## src/rtl/eater_pkg.sv

```systemverilog
// Shared constants and state types for the program loader and its UART receiver.
package eater_pkg;

    localparam logic [7:0]  SYNC_BYTE = 8'hA5;
    localparam int unsigned PROG_LEN  = 16;
    localparam int unsigned ADDR_W    = 4;

    typedef enum logic [2:0] {
        StIdle,
        StLoad,
        StCheck,
        StRelease,
        StError
    } loader_state_e;

    typedef enum logic [1:0] {
        RxIdle,
        RxStart,
        RxData,
        RxStop
    } rx_state_e;

endpackage

```

## src/rtl/uart_rx.sv

```systemverilog
// 8N1 UART receiver with 2-flop input synchronizer and mid-bit sampling.
// Emits a one-cycle byte_valid_o or frame_err_o in the cycle after the stop-bit sample.
module uart_rx
    import eater_pkg::*;
#(
    parameter int unsigned CLKS_PER_BIT = 104
) (
    input  logic       clk_i,
    input  logic       reset_i,
    input  logic       rx_i,
    output logic [7:0] byte_o,
    output logic       byte_valid_o,
    output logic       frame_err_o
);

    localparam int unsigned      CntW    = $clog2(CLKS_PER_BIT);
    localparam logic [CntW-1:0] LastCnt = CntW'(CLKS_PER_BIT - 1);
    localparam logic [CntW-1:0] HalfCnt = CntW'(CLKS_PER_BIT / 2 - 1);

    logic [1:0]      sync_q;
    logic            prev_q;
    rx_state_e       state_q;
    logic [CntW-1:0] cnt_q;
    logic [2:0]      bit_q;
    logic [7:0]      shift_q;
    logic            valid_q;
    logic            ferr_q;

    logic rx_s;
    assign rx_s = sync_q[1];

    always_ff @(posedge clk_i) begin
        if (reset_i) begin
            sync_q  <= 2'b11;
            prev_q  <= 1'b1;
            state_q <= RxIdle;
            cnt_q   <= '0;
            bit_q   <= '0;
            shift_q <= '0;
            valid_q <= 1'b0;
            ferr_q  <= 1'b0;
        end else begin
            sync_q  <= {sync_q[0], rx_i};
            prev_q  <= rx_s;
            valid_q <= 1'b0;
            ferr_q  <= 1'b0;
            unique case (state_q)
                RxIdle: begin
                    if (prev_q && !rx_s) begin
                        state_q <= RxStart;
                        cnt_q   <= '0;
                    end
                end
                RxStart: begin
                    if (cnt_q == HalfCnt) begin
                        cnt_q <= '0;
                        // A start bit that is high again at mid-bit was only a glitch.
                        if (rx_s) begin
                            state_q <= RxIdle;
                        end else begin
                            state_q <= RxData;
                            bit_q   <= '0;
                        end
                    end else begin
                        cnt_q <= cnt_q + CntW'(1);
                    end
                end
                RxData: begin
                    if (cnt_q == LastCnt) begin
                        cnt_q   <= '0;
                        shift_q <= {rx_s, shift_q[7:1]};
                        if (bit_q == 3'd7) begin
                            state_q <= RxStop;
                        end else begin
                            bit_q <= bit_q + 3'd1;
                        end
                    end else begin
                        cnt_q <= cnt_q + CntW'(1);
                    end
                end
                RxStop: begin
                    if (cnt_q == LastCnt) begin
                        cnt_q   <= '0;
                        state_q <= RxIdle;
                        valid_q <= rx_s;
                        ferr_q  <= !rx_s;
                    end else begin
                        cnt_q <= cnt_q + CntW'(1);
                    end
                end
                default: state_q <= RxIdle;
            endcase
        end
    end

    assign byte_o       = shift_q;
    assign byte_valid_o = valid_q;
    assign frame_err_o  = ferr_q;

endmodule

```

## src/rtl/eater_loader.sv

```systemverilog
// Serial program loader: receives A5 + 16 bytes over UART into CPU RAM while holding the CPU
// in reset. Define LOADER_CHECKSUM_EN to require a trailing modulo-256 checksum byte.
module eater_loader
    import eater_pkg::*;
#(
    parameter int unsigned CLKS_PER_BIT   = 104,
    parameter int unsigned TIMEOUT_CYCLES = 65535
) (
    input  logic              clk_i,
    input  logic              reset_i,
    input  logic              uart_rx_i,
    output logic              ram_we_o,
    output logic [ADDR_W-1:0] ram_addr_o,
    output logic [7:0]        ram_data_o,
    output logic              cpu_reset_o,
    output logic              load_done_o,
    output logic              err_o
);

    localparam int unsigned        TmrW     = $clog2(TIMEOUT_CYCLES + 1);
    localparam logic [TmrW-1:0]   TmrLast  = TmrW'(TIMEOUT_CYCLES - 1);
    localparam logic [ADDR_W-1:0] LastAddr = ADDR_W'(PROG_LEN - 1);

    logic [7:0] rx_byte;
    logic       rx_valid;
    logic       rx_ferr;

    uart_rx #(
        .CLKS_PER_BIT(CLKS_PER_BIT)
    ) u_uart_rx (
        .clk_i       (clk_i),
        .reset_i     (reset_i),
        .rx_i        (uart_rx_i),
        .byte_o      (rx_byte),
        .byte_valid_o(rx_valid),
        .frame_err_o (rx_ferr)
    );

    loader_state_e     state_q;
    logic [ADDR_W-1:0] addr_cnt_q;
    logic [TmrW-1:0]   timer_q;
    logic              ram_we_q;
    logic [ADDR_W-1:0] ram_addr_q;
    logic [7:0]        ram_data_q;
    logic              cpu_reset_q;
    logic              load_done_q;
    logic              err_q;
`ifdef LOADER_CHECKSUM_EN
    logic [7:0]        sum_q;
`endif

    logic is_sync;
    assign is_sync = rx_valid && (rx_byte == SYNC_BYTE);

    always_ff @(posedge clk_i) begin
        if (reset_i) begin
            state_q     <= StIdle;
            addr_cnt_q  <= '0;
            timer_q     <= '0;
            ram_we_q    <= 1'b0;
            ram_addr_q  <= '0;
            ram_data_q  <= '0;
            cpu_reset_q <= 1'b1;
            load_done_q <= 1'b0;
            err_q       <= 1'b0;
`ifdef LOADER_CHECKSUM_EN
            sum_q       <= '0;
`endif
        end else begin
            ram_we_q    <= 1'b0;
            load_done_q <= 1'b0;
            unique case (state_q)
                StIdle: begin
                    cpu_reset_q <= 1'b0;
                    if (is_sync) begin
                        state_q     <= StLoad;
                        cpu_reset_q <= 1'b1;
                        addr_cnt_q  <= '0;
                        timer_q     <= '0;
`ifdef LOADER_CHECKSUM_EN
                        sum_q       <= '0;
`endif
                    end
                end
                StLoad: begin
                    // Leave only once the final write strobe has been presented.
                    if (ram_we_q && ram_addr_q == LastAddr) begin
`ifdef LOADER_CHECKSUM_EN
                        state_q     <= StCheck;
`else
                        state_q     <= StRelease;
                        load_done_q <= 1'b1;
`endif
                        timer_q <= timer_q + TmrW'(1);
                    end else if (rx_ferr) begin
                        state_q <= StError;
                        err_q   <= 1'b1;
                    end else if (rx_valid) begin
                        ram_we_q   <= 1'b1;
                        ram_addr_q <= addr_cnt_q;
                        ram_data_q <= rx_byte;
                        timer_q    <= '0;
`ifdef LOADER_CHECKSUM_EN
                        sum_q      <= sum_q + rx_byte;
`endif
                        if (addr_cnt_q != LastAddr) begin
                            addr_cnt_q <= addr_cnt_q + ADDR_W'(1);
                        end
                    end else if (timer_q == TmrLast) begin
                        state_q <= StError;
                        err_q   <= 1'b1;
                    end else begin
                        timer_q <= timer_q + TmrW'(1);
                    end
                end
`ifdef LOADER_CHECKSUM_EN
                StCheck: begin
                    if (rx_ferr) begin
                        state_q <= StError;
                        err_q   <= 1'b1;
                    end else if (rx_valid) begin
                        timer_q <= '0;
                        if (rx_byte == sum_q) begin
                            state_q     <= StRelease;
                            load_done_q <= 1'b1;
                        end else begin
                            state_q <= StError;
                            err_q   <= 1'b1;
                        end
                    end else if (timer_q == TmrLast) begin
                        state_q <= StError;
                        err_q   <= 1'b1;
                    end else begin
                        timer_q <= timer_q + TmrW'(1);
                    end
                end
`endif
                StRelease: begin
                    state_q     <= StIdle;
                    cpu_reset_q <= 1'b0;
                end
                StError: begin
                    if (is_sync) begin
                        state_q    <= StLoad;
                        err_q      <= 1'b0;
                        addr_cnt_q <= '0;
                        timer_q    <= '0;
`ifdef LOADER_CHECKSUM_EN
                        sum_q      <= '0;
`endif
                    end
                end
                default: state_q <= StIdle;
            endcase
        end
    end

    assign ram_we_o    = ram_we_q;
    assign ram_addr_o  = ram_addr_q;
    assign ram_data_o  = ram_data_q;
    assign cpu_reset_o = cpu_reset_q;
    assign load_done_o = load_done_q;
    assign err_o       = err_q;

endmodule

```

## config.mk

```make
export PLATFORM = sky130hd
export DESIGN_NAME = eater_loader
export DESIGN_NICKNAME = d
export VERILOG_FILES = /design/src/rtl/eater_pkg.sv /design/src/rtl/uart_rx.sv /design/src/rtl/eater_loader.sv
export SDC_FILE = /design/constraint.sdc
export NUM_CORES = 1
export LEC_CHECK = 0
export BUFFER_PORTS_ARGS = -buffer_cell sky130_fd_sc_hd__buf_2
export CAP_MARGIN = 20
export CORE_MARGIN = 8
export CORE_UTILIZATION = 64
export CTS_CLUSTER_DIAMETER = 200
export DETAILED_ROUTE_END_ITERATION = 6
export PLACE_DENSITY = 0.83
export SYNTH_ARGS = -nofsm -noshare
export SYNTH_HDL_FRONTEND = slang
export SYNTH_SLANG_ARGS = --single-unit
```

## constraint.sdc

```tcl
create_clock -name clk_i -period 4.9 [get_ports clk_i]
set_input_delay 0.98 -clock clk_i [delete_from_list [all_inputs] [get_ports clk_i]]
set_output_delay 0.98 -clock clk_i [all_outputs]
set_load 0.02 [all_outputs]
```

# Word-level counts from Yosys, hierarchy flattened
# Index checks and enable logic that the tools add are counted.
# word_totals
ff_bits	64
out_inout_bits	16
wordCells	125
# classes
n_reduce_logical	23
eq_ne	32
addsub	4
bitwise	5
n_mux	44
# op_table
op	count
16-bit 2-to-1 mux	5
16-bit case mux with 2 select lines	1
3-bit 2-to-1 mux	9
7-bit 2-to-1 mux	3
7-bit case mux with 3 select lines	1
4-bit 2-to-1 mux	5
16-bit by 1-bit adder with 16-bit output (second input constant)	1
16-bit equality test (second input constant)	1
5-bit AND reduction	3
2-bit by 1-bit inequality test with 1-bit output (second input constant)	7
2-bit 2-to-1 mux	6
2-bit inequality test (second input constant)	6
3-bit case mux with 2 select lines	2
8-bit equality test (second input constant)	1
1-bit 2-to-1 mux	8
4-bit by 3-bit inequality test with 1-bit output (second input constant)	2
4-bit inequality test (second input constant)	2
2-bit case mux with 4 select lines	1
4-bit case mux with 2 select lines	1
4-bit AND reduction	2
2-bit nonzero test	4
7-bit by 1-bit adder with 7-bit output (second input constant)	1
7-bit by 6-bit equality test with 1-bit output (second input constant)	1
7-bit equality test (second input constant)	1
22 further kinds	34

# Longest topological paths before layout
# Gate-level depths: netlist of run 1.
# logic_depth
word_depth	6
mapped_depth	8
ltp_nobuf	7

# Modules after synthesis
# A second synthesis of run 1 with hierarchy kept.
# unflattened
cells_unflattened	326
area_unflattened_um2	3044.2
# by_module_without_submodules
module	seq_area_each_um2	n_inst	area_per_inst_um2	cells_per_inst
eater_loader	780.7	1	1905.6	201
uart_rx	500.5	1	1138.6	125

# Worst setup path before layout of run 1
# OpenSTA, ideal clock, no wires.
# synth_path
path_kind	input port to flip-flop
startpoint	in reset_i
endpoint	reg u_uart_rx.state_q[0]
setup_time_ns	0.140
required_ns	4.760
path_stages	4
arrival_time_ns	1.870
path_slack_ns	2.890
cell_sequence	clkbuf_1 clkbuf_1 buf_1 nor3_1
# synth_lines
element	line_no	text
from (decl)	eater_loader.sv:10	input logic reset_i,
to (signal assigned)	uart_rx.sv:36	state_q <= RxIdle;
to (signal assigned)	uart_rx.sv:50	state_q <= RxStart;
to (signal assigned)	uart_rx.sv:59	state_q <= RxIdle;
to (decl)	uart_rx.sv:22	rx_state_e state_q;
# No word-level cell between the ends.

# Worst setup path in the final report of run 1
# layout_path
startpoint	reg state_q[0]
endpoint	reg timer_q[2]
# layout_via
elab_chain_cells	4
word_cells_on_any_way	10
cone_classes	eq/ne (5); mux (1); reduce/logical (4)
# layout_lines
element	line_no	text
from (decl)	eater_loader.sv:39	loader_state_e state_q;
from (signal assigned)	eater_loader.sv:57	state_q <= StIdle;
from (signal assigned)	eater_loader.sv:76	state_q <= StLoad;
from (signal assigned)	eater_loader.sv:91	state_q <= StRelease;
3-bit equality test / 3-bit zero test (equally long branches)	eater_loader.sv:72	unique case (state_q)
2-bit OR reduction (no line)	n/a	
2-bit by 1-bit inequality test with 1-bit output (no line) / 2-bit nonzero test (equally long branches)	n/a	
4-bit AND reduction (no line)	n/a	
to (signal assigned)	eater_loader.sv:94	timer_q <= timer_q + TmrW'(1);
to (signal assigned)	eater_loader.sv:113	timer_q <= timer_q + TmrW'(1);
to (decl)	eater_loader.sv:41	logic [TmrW-1:0] timer_q;
# Parallel ways exist; a longest one is shown, timed or not.
# A chain may end at the register's enable or synchronous reset.

==> reports/metrics.cfg, run 1 <==
[status]
outcome=finished clean

[critical_path]
cp-start-kind=flip-flop
endpoint_kind=flip-flop
critPathMaxStageDelay_ns=0.72
r2r_slack_ns=2.32
r2r-end=timer_q[2]$_SDFFE_PP0P_
cpMaxStageDelayCell=a32o_1
cp.required_ns=5.12
crit_chain=or3b_4 -> a31oi_2 -> a32o_1 -> or2_1 -> o21ai_0
cp.arrival_ns=2.79
cp_max_fo=24
critPathKind=reg -> reg
startpoint=state_q[0]$_SDFFE_PP0P_
rr_startpoint=state_q[0]$_SDFFE_PP0P_
ff2ff_path_depth=5
timing.critical_path.to=timer_q[2]$_SDFFE_PP0P_

[clock_network]
cts_resized=0
numCtsBuffers=9
cts_tree=yes
cts_root_buf=clkbuf_8
cts_setup_buffers=0
clk-insertion-delay-late_ns=0.34
cts_sinks=64
cts_hold_buf=0
clk_path_buf_depth=2
clk_pin_slew_worst_paths_ns=0.07
htree_levels=3

[worst_hold_path]
holdCritPathClass=reg -> reg

[finish]
seqCellArea_um2=1280
syn_to_final_growth_pct=10.9
drive_above_1_share_pct=11.9
final_cell_count_no_fill=431
n_antenna_cell=0
finalNetCount=381
multi_input_area_um2=1640
fill_cells=353

[power_and_ir_drop]
power_density_nw_per_um2=316
p_switching_uw=232
p_int_uw=829
swShare_pct=21.9
clock_power_share_pct=48.7
leakage_uw=0.00128
ir_drop_uv=252
seq_power_share_pct=49.4
comb_power_share_pct=1.9

[synth]
synth_async_sr_flop_share_pct=0
synthTopCellsByCount=dfxtp_1 (64), nor2_1 (51), mux2i_1 (26)
synth.most_common_cell=dfxtp_1
synth.yosys.seq_area_share_pct=42.3
yosysTopAreaCellShare_pct=42.3
synth_edf_count=0
synth_nets=366
synth_top_cell_by_area=dfxtp_1
netlist_area_um2=3030
synth_area_leaders=dfxtp_1 (42%), mux2i_1 (8.6%), nor2_1 (6.3%), o21ai_0 (3.3%), nor2b_1 (3.1%)
ys_ff_latch=64
syn_avg_cell_area_um2=8.49
synthCells=357
synth.distinct_cells=52
ys_warn_count=0
synth_ff_type=dfxtp_1

[timing]
hold_viol=0
slew_violations=0
slew_headroom_pct=46.8
max_freq_mhz=388
rsz0062_at_grt=false
tightestPinTransition_ns=0.793
post-route-period-util_pct=52.6
setup_viol=0
fin_setup_tns_ns=0
fin_skew_ns=0.00808
fin_crit_ns=2.58

[place]
portBuffers=18
place_congestion=0.817
dpl.cell_count=415
hpwl_mm=4.37

[floorplan]
fp.dieW_um=84.8
coreArea_um2=4630
dieArea_um2=7190
start_util_pct=65.5
rows=25
ios=19
die_h_um=84.8

[flow_run]
cap_viol_max_count=0

[detailed_routing]
wl_per_cell_um=15.0
drtAntennaViolNets=0
num_vias=2699
dr.pass1.iters=5
routed_via_density=6.26
drc=0
totalWireLength_mm=6.48
drt_iter0_markers=229

[global_route]
grt_start_max_net_pins=50
grtUsageTotal_pct=18.2
overflow=0
grt_pass1_wl_mm=10.9
antenna_found_initial=0
grt_pass1_vias=2451

[registers in the layout, summed over array words and instances (netlist names), 2 cells and up, named ones only]
register	count
u_uart_rx.byte_o	8
state_q	3
u_uart_rx.bit_q	3
ram_addr_o	4
u_uart_rx.cnt_q	7
u_uart_rx.sync_q	2
addr_cnt_q	4
ram_data_o	8
timer_q	16
[area by class of cell]
| type | instances | share of cell area [%] |
|---|---|---|
| flip-flops and latches | 64 | 38.1 |
| clock inverters | 6 | 2.76 |
| well taps | 54 | 2.01 |
| multi-input cells | 265 | 48.7 |
| clock buffers | 10 | 4.10 |
| inverters | 13 | 1.45 |
| repair buffers | 19 | 2.90 |
[worst min path at each step]
stage                                   start  cells past startpoint                             end
2_1_floorplan  u_uart_rx.sync_q[0]$_SDFF_PP1_                      1  u_uart_rx.sync_q[1]$_SDFF_PP1_
3_3_place_gp   u_uart_rx.sync_q[0]$_SDFF_PP1_                      1  u_uart_rx.sync_q[1]$_SDFF_PP1_
3_5_place_dp   u_uart_rx.sync_q[0]$_SDFF_PP1_                      1  u_uart_rx.sync_q[1]$_SDFF_PP1_
4_1_cts        u_uart_rx.sync_q[0]$_SDFF_PP1_                      1  u_uart_rx.sync_q[1]$_SDFF_PP1_
5_1_grt        u_uart_rx.sync_q[0]$_SDFF_PP1_                      1  u_uart_rx.sync_q[1]$_SDFF_PP1_
6_report       u_uart_rx.sync_q[0]$_SDFF_PP1_                      1  u_uart_rx.sync_q[1]$_SDFF_PP1_
[metrics by stage]
| step | worst slack (ns) | total power [µW] | hold WS [ns] | cell area [µm²] | util (%) |
|---|---|---|---|---|---|
| 6_report | 2.32 | 1060 | 0.409 | 3360 | 72.6 |
| 3_3_place_gp | 2.24 | 556 | 0.395 | 3130 | 67.6 |
| 4_1_cts | 2.36 | 1060 | 0.411 | 3360 | 72.6 |
| 2_1_floorplan | 2.89 | 551 | 0.389 | 3030 | - |
| 5_1_grt | 2.12 | 1090 | 0.425 | 3360 | 72.6 |
| 3_5_place_dp | 2.15 | 556 | 0.396 | 3130 | 67.6 |
[power by group through the flow]
stage / Sequential, µW / Combinational, µW / Clock (µW)
finish: 525 / 20.2 / 517
global route: 525 / 22.0 / 541
CTS: 525 / 19.8 / 517
detailed placement: 537 / 19.7 / 0
global placement: 537 / 19.2 / 0
floorplan: 537 / 14.4 / 0
[cell usage in the layout, fill, tap and decap left out, drive strengths merged, types with 7 or more instances in the layout]
master	Yosys	routed
nor2b	15	15
clkbuf	9	10
nand2	22	22
nor2	52	52
a21oi	18	18
nand4	7	7
nand3	16	16
nor3	9	9
mux2i	26	26
inv	13	13
o21ai	21	21
dfxtp	64	64
o31ai	8	8
buf	6	19
[cells by family (layout without fill, tap and decap cells)]
group	Yosys count	count (layout)	share of synthesized area, %
simple gates	157	157	26.3
compound gates	75	75	16.3
flops	64	64	42.3
buf+inv	28	48	3.76
mux	27	27	8.96
fa+ha+maj	6	6	2.48
[worst max-delay path: cells and delay by family (launching register included)]
| kind | cells | cell delay [ns] |
|---|---|---|
| AOI/OAI and AO/OA | 3 | 1.09 |
| DFF | 1 | 0.46 |
| and+or+nand+nor | 2 | 0.90 |
[layer usage]
layer	part of all wire, %	vias up	wire length [µm]	track usage (%)
met5	0	-	0	0
met4	2.3	0	146	8.25
met3	5.8	25	373	4.44
met2	47	96	3050	30.8
met1	45	1266	2910	21.2
li1	-	1312	-	-
Power figures use the tool's default switching activity.
==> inputs of run 2 (changes only) <==
--- a/config.mk
+++ b/config.mk
@@ -8,10 +8,10 @@
 export BUFFER_PORTS_ARGS = -buffer_cell sky130_fd_sc_hd__buf_2
 export CAP_MARGIN = 20
 export CORE_MARGIN = 8
-export CORE_UTILIZATION = 64
+export CORE_UTILIZATION = 54
 export CTS_CLUSTER_DIAMETER = 200
 export DETAILED_ROUTE_END_ITERATION = 6
-export PLACE_DENSITY = 0.83
+export PLACE_DENSITY = 0.75
 export SYNTH_ARGS = -nofsm -noshare
 export SYNTH_HDL_FRONTEND = slang
 export SYNTH_SLANG_ARGS = --single-unit
==> constraint.sdc (replaced) <==
create_clock -name clk_i -period 2.15 [get_ports clk_i]
set_input_delay 0.43 -clock clk_i [delete_from_list [all_inputs] [get_ports clk_i]]
set_output_delay 0.43 -clock clk_i [all_outputs]
set_load 0.02 [all_outputs]
==> run 2 against run 1 <==
Compared with the run above:
- clock skew rose by 0.0024 ns
- sequential share of layout area fell by 1.4 points
- combinational power rose by 140%
- first-iteration DRC count fell by 10%
- non-clock buffer count rose by 13
- clock power rose by 120%
- critical path depth rose by 1
- global-route usage fell by 1.9 points
- routed wire length rose by 1.2%
- sequential power rose by 130%
- maximum frequency rose by 29%
==> reports/metrics.cfg, run 2 (synthesis results as in run 1) <==
[status]
outcome=finished clean

[clock_network]
htree_levels=3
cts_setup_buffers=0
clk_path_buf_depth=2
cts_root_buf=clkbuf_8
cts_hold_buf=0
cts_tree=yes
clk-insertion-delay-late_ns=0.35
numCtsBuffers=9
clk_pin_slew_worst_paths_ns=0.07
cts_resized=0
cts_sinks=64

[detailed_routing]
dr.pass1.iters=6
drtAntennaViolNets=0
drc=0
totalWireLength_mm=6.55
num_vias=2646
wl_per_cell_um=14.2
drt_iter0_markers=206
routed_via_density=5.73

[timing]
hold_viol=0
slew_headroom_pct=67.8
fin_setup_tns_ns=0
slew_violations=0
max_freq_mhz=499
post-route-period-util_pct=93.3
setup_ws_ns=0.145
fin_crit_ns=2.01
rsz0062_at_grt=false
setup_viol=0
fin_skew_ns=0.0105
tightestPinTransition_ns=0.470

[place]
post-place-ws_ns=0.161
dpl.cell_count=446
portBuffers=18
hpwl_mm=4.57
place_congestion=0.850

[finish]
final_cell_count_no_fill=462
layout_common_cells=dfxtp_1 (64), nor2_1 (51), mux2i_1 (26)
largest_reg_flops=16
drive_above_1_share_pct=15.1
finalNetCount=394
fill_cells=479
syn_to_final_growth_pct=15.2
fin_util_pct=63.8
largest-register=timer_q
n_antenna_cell=0
layout_commonest_cell=dfxtp_1

[power_and_ir_drop]
clock_power_share_pct=47.8
comb_power_share_pct=2.0
seq_power_share_pct=50.1
leakage_uw=0.00135
swShare_pct=22.2
p_switching_uw=529
ir_drop_uv=613
power_density_nw_per_um2=684
p_int_uw=1860

[flow_run]
cap_viol_max_count=0

[floorplan]
dieArea_um2=8260
ios=19
start_util_pct=55.4
fp.dieW_um=90.9
die_h_um=90.9
coreArea_um2=5470
rows=27

[critical_path]
cp.required_ns=2.43
endpoint_kind=flip-flop
ff2ff_path_depth=6
cp_max_fo=9
rr_startpoint=u_uart_rx.byte_o[2]$_SDFFE_PP0P_
r2r_slack_ns=0.14
critPathKind=reg -> reg
critPathMaxStageDelay_ns=0.49
r2r-end=timer_q[3]$_SDFFE_PP0P_
cpMaxStageDelayCell=or4_1
cp-start-kind=flip-flop
cp.arrival_ns=2.29
crit_chain=nor3b_1 -> nand4_1 -> a32o_1 -> buf_4 -> or4_1 -> a21oi_1

[global_route]
grtUsageTotal_pct=16.3
grt_start_max_net_pins=38
grt_pass1_wl_mm=11.3
overflow=0
antenna_found_initial=0
grt_pass1_vias=2518

[worst_hold_path]
min_delay_path_depth=2
holdCritPathClass=in -> reg
hold_start=uart_rx_i
hold_path_end=u_uart_rx.sync_q[0]$_SDFF_PP1_

[run 2: cell type report]
class	count	area, µm²	share of cell area (%)
well taps	72	90.1	2.58
flip-flops and latches	64	1280	36.7
repair buffers	32	195	5.59
inverters	13	48.8	1.40
clock buffers	9	124	3.55
clock inverters	7	96.3	2.76
multi-input cells	265	1650	47.4
[run 2: worst max path at each step]
stage                                            end                             start  depth (start not counted)
finish                       timer_q[3]$_SDFFE_PP0P_  u_uart_rx.byte_o[2]$_SDFFE_PP0P_                          6
global route        u_uart_rx.byte_o[2]$_SDFFE_PP0P_   u_uart_rx.cnt_q[0]$_SDFFE_PP0P_                          6
CTS                          timer_q[3]$_SDFFE_PP0P_  u_uart_rx.byte_o[2]$_SDFFE_PP0P_                          6
detailed placement           timer_q[3]$_SDFFE_PP0P_  u_uart_rx.byte_o[2]$_SDFFE_PP0P_                          6
global placement             timer_q[3]$_SDFFE_PP0P_  u_uart_rx.byte_o[2]$_SDFFE_PP0P_                          6
floorplan                   timer_q[10]$_SDFFE_PP0P_        ram_addr_o[1]$_SDFFE_PP0P_                          5
[run 2: power by group through the flow]
stage | combinational (µW) | sequential, µW | clock, µW
2_1_floorplan | 32.8 | 1220 | 0
3_3_place_gp | 49.1 | 1220 | 0
3_5_place_dp | 49.1 | 1220 | 0
4_1_cts | 49.4 | 1200 | 1160
5_1_grt | 55.3 | 1200 | 1210
6_report | 48.9 | 1200 | 1140
[run 2: critical path: cells and delay by family, from the launching register on]
| family | cells | cell delay, ns |
|---|---|---|
| compound gates | 2 | 0.41 |
| buf+inv | 1 | 0.17 |
| flops | 1 | 0.37 |
| simple gates | 3 | 0.99 |
[run 2: through the flow]
stage / hold slack [ns] / total power (µW) / area (µm²)
after floorplan: 0.389 / 1260 / 3030
after global placement: 0.400 / 1270 / 3250
after detailed placement: 0.396 / 1270 / 3250
after CTS: 0.249 / 2400 / 3470
after global routing: 0.249 / 2460 / 3490
final: 0.258 / 2390 / 3490
[run 2: per-layer routing]
layer / global-route usage [%] / up-vias / share of wire (%)
li1: - / 1344 / -
met1: 19.6 / 1235 / 47
met2: 26.1 / 59 / 46
met3: 4.49 / 8 / 4.7
met4: 7.91 / 0 / 1.6
met5: 0 / - / 0
==> inputs of run 3 (changes only) <==
--- a/config.mk
+++ b/config.mk
@@ -8,10 +8,10 @@
 export BUFFER_PORTS_ARGS = -buffer_cell sky130_fd_sc_hd__buf_2
 export CAP_MARGIN = 20
 export CORE_MARGIN = 8
-export CORE_UTILIZATION = 54
+export CORE_UTILIZATION = 64
 export CTS_CLUSTER_DIAMETER = 200
 export DETAILED_ROUTE_END_ITERATION = 6
-export PLACE_DENSITY = 0.75
+export PLACE_DENSITY = 0.83
 export SYNTH_ARGS = -nofsm -noshare
 export SYNTH_HDL_FRONTEND = slang
 export SYNTH_SLANG_ARGS = --single-unit
==> constraint.sdc (replaced) <==
create_clock -name clk_i -period 2.6 [get_ports clk_i]
set_input_delay 0.52 -clock clk_i [delete_from_list [all_inputs] [get_ports clk_i]]
set_output_delay 0.52 -clock clk_i [all_outputs]
set_load 0.02 [all_outputs]
==> run 3 against run 2 <==
Compared with the run above:
- first-iteration DRC count grew 3.9%
- flip-flop and latch count is the same
- non-clock buffer count shrank 11
- highest routed layer unchanged
==> reports/metrics.cfg, run 3 (synthesis results as in run 1) <==
[place]
portBuffers=18
hpwl_mm=4.46
post-place-ws_ns=0.496
place_congestion=0.869

[finish]
n_antenna_cell=0
finalNetCount=383
fin_util_pct=74.5
layout_common_cells=dfxtp_1 (64), nor2_1 (51), mux2i_1 (26)
largest-register=timer_q
syn_to_final_growth_pct=13.7
layout_commonest_cell=dfxtp_1
drive_above_1_share_pct=12.4
largest_reg_flops=16
fill_cells=347

[critical_path]
critPathMaxStageDelay_ns=0.50
cp.arrival_ns=2.45
cp.required_ns=2.87
cpMaxStageDelayCell=or4_1
crit_chain=nor2_1 -> nand4_1 -> a32o_1 -> buf_4 -> or4_1 -> o21ai_0
crit_buf_inv=1
cp-start-kind=flip-flop
endpoint_kind=flip-flop
critical-path-top-delay-family=simple AND/OR/NAND/NOR gates
critPathKind=reg -> reg
r2r_slack_ns=0.42
cp_max_fo=16

[timing]
slew_headroom_pct=52.0
hold_viol=0
tightestPinTransition_ns=0.716
fin_crit_ns=2.18
fin_setup_tns_ns=0
setup_viol=0
slew_violations=0
setup_ws_ns=0.420
fin_skew_ns=0.00747
max_freq_mhz=459
rsz0062_at_grt=false
post-route-period-util_pct=83.8

[detailed_routing]
drc=0
totalWireLength_mm=6.76
drtAntennaViolNets=0
wl_per_cell_um=15.6
dr.pass1.iters=5
drt_iter0_markers=214
num_vias=2670
routed_via_density=6.17

[floorplan]
start_util_pct=65.5
dieArea_um2=7190
fp.dieW_um=84.8
rows=25
coreArea_um2=4630
die_h_um=84.8
ios=19

[power_and_ir_drop]
power_density_nw_per_um2=667
leakage_uw=0.00133
ir_drop_uv=582

[clock_network]
cts_hold_buf=0
htree_levels=3
numCtsBuffers=9
clk_path_buf_depth=2
cts_sinks=64
cts_root_buf=clkbuf_8
clk_pin_slew_worst_paths_ns=0.07
cts_setup_buffers=0
cts_resized=0
clk-insertion-delay-late_ns=0.35
cts_tree=yes

[global_route]
overflow=0
grt_pass1_wl_mm=11.3
grt_pass1_vias=2524
grtUsageTotal_pct=19.3
grt_start_max_net_pins=42
antenna_found_initial=0

[worst_hold_path]
holdCritPathClass=in -> reg

[status]
outcome=finished clean

[flow_run]
cap_viol_max_count=0

run 3: changes by cell type in the layout (fill, tap and decap cells not counted), sizes merged:
cell | previous run | this run
buf | 32 | 21
clkinv | 5 | 0
bufinv | 2 | 5
clkbuf | 9 | 11
run 3: metal layers:
metal | up-vias | wire length, µm | global-route usage, %
li1 | 1320 | - | -
met1 | 1253 | 3080 | 22.9
met2 | 82 | 3210 | 30.8
met3 | 15 | 315 | 5.60
met4 | 0 | 149 | 10.0
met5 | - | 0 | 0
run 3: power by group:
group	switching (µW)	total (µW)	leakage, µW	internal, µW
Combinational	27.9	39.0	0.000664	11.0
Sequential	4.63	989	0.000516	985
Clock	386	1270	0.000150	884
Total	419	2300	0.00133	1880
run 3: worst reg2reg max path: cells and delay by family, from the launching register on:
family	cells	cell delay [ns]
compound gates	2	0.41
buf+inv	1	0.23
flops	1	0.42
simple gates	3	1.05
run 3: metrics by stage:
step	instance area [µm²]	total power (µW)	hold slack (ns)	instances
after floorplan	3030	1040	0.389	357
after detailed placement	3150	1050	0.404	417
after CTS	3450	2310	0.354	433
after global placement	3150	1050	0.395	417
after global routing	3450	2360	0.363	433
final	3450	2300	0.365	433
run 3: cell type report:
class | instances | area (µm²) | share of cell area (%)
clock inverter | 5 | 150 | 4.36
multi-input combinational | 265 | 1640 | 47.4
clock buffer | 11 | 151 | 4.39
inverter | 13 | 48.8 | 1.42
timing repair buffer | 21 | 113 | 3.27
sequential | 64 | 1280 | 37.2
tap | 54 | 67.6 | 1.96
run 3: path summary, 6_finish.rpt:
path | start | endpoint | cells past startpoint
max | state_q[1]$_SDFFE_PP0P_ | timer_q[14]$_SDFFE_PP0P_ | 6
min | uart_rx_i | u_uart_rx.sync_q[0]$_SDFF_PP1_ | 2
max reg2reg | state_q[1]$_SDFFE_PP0P_ | timer_q[14]$_SDFFE_PP0P_ | 6
min reg2reg | u_uart_rx.sync_q[0]$_SDFF_PP1_ | u_uart_rx.sync_q[1]$_SDFF_PP1_ | 1
